**config.mk**
```make
export PLATFORM = sky130hd
export DESIGN_NAME = mpeg2_seq_ctrl
export DESIGN_NICKNAME = d
export VERILOG_FILES = /design/src/rtl/mpeg2_seq_ctrl.sv
export SDC_FILE = /design/constraint.sdc
export NUM_CORES = 1
export LEC_CHECK = 0
export ABC_AREA = 1
export CORE_AREA = 2 2 150 152
export DETAILED_ROUTE_END_ITERATION = 6
export DIE_AREA = 0 0 152 154
export PLACE_DENSITY_LB_ADDON = 0.15
export SLEW_MARGIN = 30
export SYNTH_ARGS = -nofsm -noshare
export SYNTH_HDL_FRONTEND = slang
export SYNTH_SLANG_ARGS = --single-unit
export TNS_END_PERCENT = 20
```
**constraint.sdc**
```tcl
create_clock -name clk -period 2.3 [get_ports clk]
set_clock_uncertainty 0.05 [all_clocks]
set_input_delay 0.345 -clock clk [delete_from_list [all_inputs] [get_ports clk]]
set_output_delay 0.345 -clock clk [all_outputs]
set_load 0.02 [all_outputs]
```
**src/rtl/mpeg2_seq_ctrl.sv**
```systemverilog
// rtl/mpeg2_seq_ctrl.sv - sequence controller gating a 4-pixel YUV stream into the MPEG2 encoder
module mpeg2_seq_ctrl #(
  parameter int XL = 6,
  parameter int YL = 6
) (
  input  logic        clk,
  input  logic        rstn,
  input  logic [6:0]  cfg_xsize16,
  input  logic [6:0]  cfg_ysize16,
  input  logic [15:0] cfg_nframes,
  input  logic        start,
  input  logic        abort,
  input  logic        s_valid,
  output logic        s_ready,
  input  logic [95:0] s_data,
  output logic [6:0]  enc_xsize16,
  output logic [6:0]  enc_ysize16,
  output logic        enc_en,
  output logic [95:0] enc_data,
  output logic        enc_sequence_stop,
  input  logic        enc_sequence_busy,
  input  logic        enc_o_en,
  input  logic        enc_o_last,
  output logic        busy,
  output logic        done,
  output logic        cfg_err,
  output logic [15:0] frame_idx,
  output logic [31:0] out_words
);

  localparam logic [6:0] XMAX = 7'(1 << XL);
  localparam logic [6:0] YMAX = 7'(1 << YL);

  typedef enum logic [1:0] {S_IDLE, S_RUN, S_STOP, S_DRAIN} state_t;

  state_t      state_q, state_d;
  logic [6:0]  xs_q, xs_d, ys_q, ys_d;
  logic [15:0] nframes_q, nframes_d;
  logic [8:0]  col_q, col_d;
  logic [10:0] row_q, row_d;
  logic [15:0] frame_idx_q, frame_idx_d;
  logic        abort_q, abort_d;
  logic        last_seen_q, last_seen_d;
  logic        enc_en_q, enc_en_d;
  logic [95:0] enc_data_q, enc_data_d;
  logic        stop_q, stop_d;
  logic        done_q, done_d;
  logic        cfg_err_q, cfg_err_d;
  logic [31:0] out_words_q, out_words_d;

  logic        cfg_ok;
  logic [8:0]  col_max;
  logic [10:0] row_max;

  assign cfg_ok  = (cfg_xsize16 != 7'd0) && (cfg_xsize16 <= XMAX) &&
                   (cfg_ysize16 != 7'd0) && (cfg_ysize16 <= YMAX) &&
                   (cfg_nframes != 16'd0);
  assign col_max = {xs_q, 2'b00} - 9'd1;
  assign row_max = {ys_q, 4'b0000} - 11'd1;

  always_comb begin
    state_d     = state_q;
    xs_d        = xs_q;
    ys_d        = ys_q;
    nframes_d   = nframes_q;
    col_d       = col_q;
    row_d       = row_q;
    frame_idx_d = frame_idx_q;
    abort_d     = abort_q;
    last_seen_d = last_seen_q;
    enc_en_d    = 1'b0;
    enc_data_d  = enc_data_q;
    stop_d      = 1'b0;
    done_d      = 1'b0;
    cfg_err_d   = 1'b0;
    out_words_d = out_words_q;

    if (state_q != S_IDLE && enc_o_en && out_words_q != '1)
      out_words_d = out_words_q + 32'd1;

    case (state_q)
      S_IDLE: begin
        if (start) begin
          if (!cfg_ok) begin
            cfg_err_d = 1'b1;
          end else if (!enc_sequence_busy) begin
            state_d     = S_RUN;
            xs_d        = cfg_xsize16;
            ys_d        = cfg_ysize16;
            nframes_d   = cfg_nframes;
            col_d       = 9'd0;
            row_d       = 11'd0;
            frame_idx_d = 16'd0;
            out_words_d = 32'd0;
            abort_d     = 1'b0;
            last_seen_d = 1'b0;
          end
        end
      end
      S_RUN: begin
        if (abort) abort_d = 1'b1;
        if (s_valid) begin
          enc_en_d   = 1'b1;
          enc_data_d = s_data;
          if (col_q == col_max) begin
            col_d = 9'd0;
            if (row_q == row_max) begin
              row_d       = 11'd0;
              frame_idx_d = frame_idx_q + 16'd1;
              // A pending abort only takes effect here, so frames are never cut short.
              if ((frame_idx_q + 16'd1 == nframes_q) || abort_q || abort)
                state_d = S_STOP;
            end else begin
              row_d = row_q + 11'd1;
            end
          end else begin
            col_d = col_q + 9'd1;
          end
        end
      end
      S_STOP: begin
        stop_d  = 1'b1;
        state_d = S_DRAIN;
      end
      S_DRAIN: begin
        if (enc_o_en && enc_o_last) last_seen_d = 1'b1;
        if (last_seen_q && !enc_sequence_busy) begin
          state_d     = S_IDLE;
          done_d      = 1'b1;
          abort_d     = 1'b0;
          last_seen_d = 1'b0;
        end
      end
      default: state_d = S_IDLE;
    endcase
  end

  always_ff @(posedge clk or negedge rstn) begin
    if (!rstn) begin
      state_q     <= S_IDLE;
      xs_q        <= 7'd0;
      ys_q        <= 7'd0;
      nframes_q   <= 16'd0;
      col_q       <= 9'd0;
      row_q       <= 11'd0;
      frame_idx_q <= 16'd0;
      abort_q     <= 1'b0;
      last_seen_q <= 1'b0;
      enc_en_q    <= 1'b0;
      enc_data_q  <= 96'd0;
      stop_q      <= 1'b0;
      done_q      <= 1'b0;
      cfg_err_q   <= 1'b0;
      out_words_q <= 32'd0;
    end else begin
      state_q     <= state_d;
      xs_q        <= xs_d;
      ys_q        <= ys_d;
      nframes_q   <= nframes_d;
      col_q       <= col_d;
      row_q       <= row_d;
      frame_idx_q <= frame_idx_d;
      abort_q     <= abort_d;
      last_seen_q <= last_seen_d;
      enc_en_q    <= enc_en_d;
      enc_data_q  <= enc_data_d;
      stop_q      <= stop_d;
      done_q      <= done_d;
      cfg_err_q   <= cfg_err_d;
      out_words_q <= out_words_d;
    end
  end

  assign s_ready           = (state_q == S_RUN);
  assign busy              = (state_q != S_IDLE);
  assign enc_xsize16       = xs_q;
  assign enc_ysize16       = ys_q;
  assign enc_en            = enc_en_q;
  assign enc_data          = enc_data_q;
  assign enc_sequence_stop = stop_q;
  assign done              = done_q;
  assign cfg_err           = cfg_err_q;
  assign frame_idx         = frame_idx_q;
  assign out_words         = out_words_q;

endmodule

```
==> flow_summary.yaml <==
synth:
  synth_nets: 1447
  synth_top_area_cell: "dfrtp_1"
  async_flop_share_pct: 100.0
  synthDistinctLibCells: 42
  synth_area_per_cell_sq_um: 7.778
  yosys_warnings: 0
  synth.most_common_cell: "nand2_1"
  ys_seq_area_share_pct: 49.88
  synth-edff-count: 0
  yosys.area.top_type_share_pct: 49.88
  synthCells: 1303
  synthTopCellsByCount: "nand2_1, dfrtp_1, inv_1, nor2_1, nand3_1"
  ys_ff_latch: 202
  synth_area_sq_um: 10130
  synthFlopType: "dfrtp_1"
  synthTopCellsByArea: "dfrtp_1, nand2_1, nand3_1"
timing:
  fin_crit_ns: 2.233
  hold_violations: 0
  setup_slack_ns: 0.06669
  maxSlewViolCount: 0
  fin_crit_sh_pct: 97.10
  fmax_ghz: 0.4478
  setup_violations: 0
  worstMarginPinSlew_ns: 0.5653
  max_slew_margin_pct: 62.31
  rsz0062_at_grt: "true"
cts:
  cts.clk_slew.worst_paths_ns: 0.06
  cts_made_buffers: 23
  clock_latency_ns: 0.51
  root_buffer: "clkbuf_16"
  cts_tree: "built"
  cts_sinks: 202
  clockBufferDepth: 3
  cts.htree.levels: 1
routing:
  drt-initial-drc-count: 459
  drtPass1Iterations: 5
  ant_nets: 0
  drc: 0
  wl_um: 30020
  vias_per_cell: 4.943
  vias: 9530
  routedWlPerCell_um: 15.57
setup_path:
  rr_worst_depth: 14
  reg2reg_to: "frame_idx[9]"
  cp-startpoint: "state_q[1]"
  r2r_start: "enc_xsize16[1]"
  cp_max_fo: 13
  worstSetupEndpoint: "s_ready"
  r2r_setup_slack_ns: 0.13
  cp.required_ns: 1.90
  path_class: "flop to output pin"
  worst_ep_arrival_time_ns: 1.84
  crit_path_start_kind: "flop"
  crit_path_end_kind: "output pin"
placed_design:
  preCtsSetupSlack_ns: 0.005771
  io_buffers: 297
  dpl_cell_area_sq_um: 13600
  place.detailed.hpwl_um: 21820
  place.gp.congestion: 0.8614
layout:
  final_area_sq_um: 14570
  area_delta_synth_final_pct: 43.79
  drive_gt1_share_pct: 8.897
  final_nets: 1768
grt:
  grt_pass1_wl_um: 48610
  first_global_vias: 9485
  grtUsageTotal_pct: 25.24
  antenna_found_initial: 8
  gr-total-overflow: 0
  grt_max_degree: 98
pwr:
  leakage_nw: 6.787
  peakVddDrop_mv: 0.7059
  power_density_nw_per_um2: 1211
floorplanning:
  die_area_sq_um: 23410
  die_w_um: 152
  core_sq_um: 21690
  start_util_pct: 46.73
  pin_count: 298
  die_y_um: 154
  rows: 54
outcome:
  status: "completed"
flow_run:
  cap_violations: 0
hold_path:
  hp-class: "primary input to flop"
[cells in the final DEF, fill, tap and decap left out, types with 2 or more instances in the layout]
master	n
o21bai_1	2
ha_4	2
clkinv_2	7
inv_1	103
buf_12	8
nand3_1	79
clkbuf_8	6
diode_2	7
o21ai_2	16
nor2_4	5
nor3_1	14
nor2_1	83
xnor2_1	18
nor2_2	13
nand2_2	7
o21a_1	3
xor2_1	23
dfrtp_2	2
nand4_1	28
nand3_2	4
o21ai_1	3
nor4_1	2
clkbuf_1	2
nand3b_1	11
and2_1	4
a31oi_1	3
nand2_4	2
o21ai_0	54
nor3b_1	2
buf_4	27
clkdlybuf4s50_1	294
clkbuf_16	23
a21oi_1	18
ha_1	8
dfrtp_1	200
bufinv_16	4
nor3_2	4
inv_2	9
nand2_1	534
[final cells by class]
class	instances	area, sq um
clock buffer	30	651.9
inverter	113	424.2
antenna	7	17.52
multi-input combinational	951	4564
timing repair buffer	333	3343
tap	280	350.3
clock inverter	12	163.9
fill	1815	7116
sequential	202	5057
[routing by layer]
layer / vias up / share of wire [%] / track usage, %
li1: 4757 / - / -
met3: 48 / 8.8 / 8.906
met1: 4438 / 40 / 30.52
met5: - / 0.040 / 0
met2: 285 / 48 / 42.26
met4: 2 / 2.8 / 8.322
[worst min-delay path by stage]
stage | from | endpoint | slack, ns | cells after the start
5_1_grt | s_data[33] | enc_data[33] | 0.31 | 3
4_1_cts | s_data[20] | enc_data[20] | 0.30 | 3
3_5_place_dp | rstn | frame_idx[1] | 0.34 | 1
6_report | s_data[20] | enc_data[20] | 0.31 | 3
3_3_place_gp | rstn | frame_idx[1] | 0.33 | 1
2_1_floorplan | rstn | abort_q | -0.0006 | 0
[worst max-delay path, stage by stage, from the launching register on]
cell           delay [ns]
dfrtp_1              0.41
inv_1                0.09
ha_1                 0.21
buf_4                0.24
dlygate4sd2_1        0.37
[flip-flops by register name, indices dropped and copies added, names as in the netlist]
name               flops
enc_xsize16            7
done                   1
last_seen_q            1
row_q                 11
out_words             32
enc_en                 1
frame_idx             16
enc_ysize16            7
abort_q                1
nframes_q             16
enc_sequence_stop      1
state_q                2
cfg_err                1
enc_data              96
col_q                  9
[where the power goes]
group	switching [mW]	internal (mW)	total, mW
registers	0.958	4.83	5.79
clock network	1.49	2.44	3.94
logic	4.50	3.43	7.93
[stage by stage]
stage	hold slack (ns)	setup TNS, ns	util [%]	instances	total power [mW]
after global routing	0.3062	-1.012	67.18	1927	18.79
after CTS	0.2967	0	66.51	1914	17.64
after global placement	0.3322	0	62.71	1871	13.49
after detailed placement	0.3421	0	62.71	1871	13.59
after floorplan	-0.0005911	0	-	1303	9.963
final	0.3092	0	67.19	1928	17.65
[timing repair]
item,in CTS,in global routing
hold endpoints to repair,58,0
hold buffers,1,0
setup endpoints to repair,2,58
pin swaps,0,6
cloned,0,1
resized for setup,2,23
setup buffers,0,6
[cells by family (layout without fill, tap and decap cells)]
kind of cell	count (synthesis)	count (layout)	synth area share, %
DFF	202	202	49.88
xor gates and xnor gates	41	41	3.543
muxes	1	1	0.09877
adders and majority gates	10	10	1.235
other	0	7	0
AOI/OAI and AO/OA	102	102	5.951
and+or+nand+nor	796	797	33.22
buffers and inverters	151	488	6.074
Note: power is estimated with default switching activity, not from simulation.
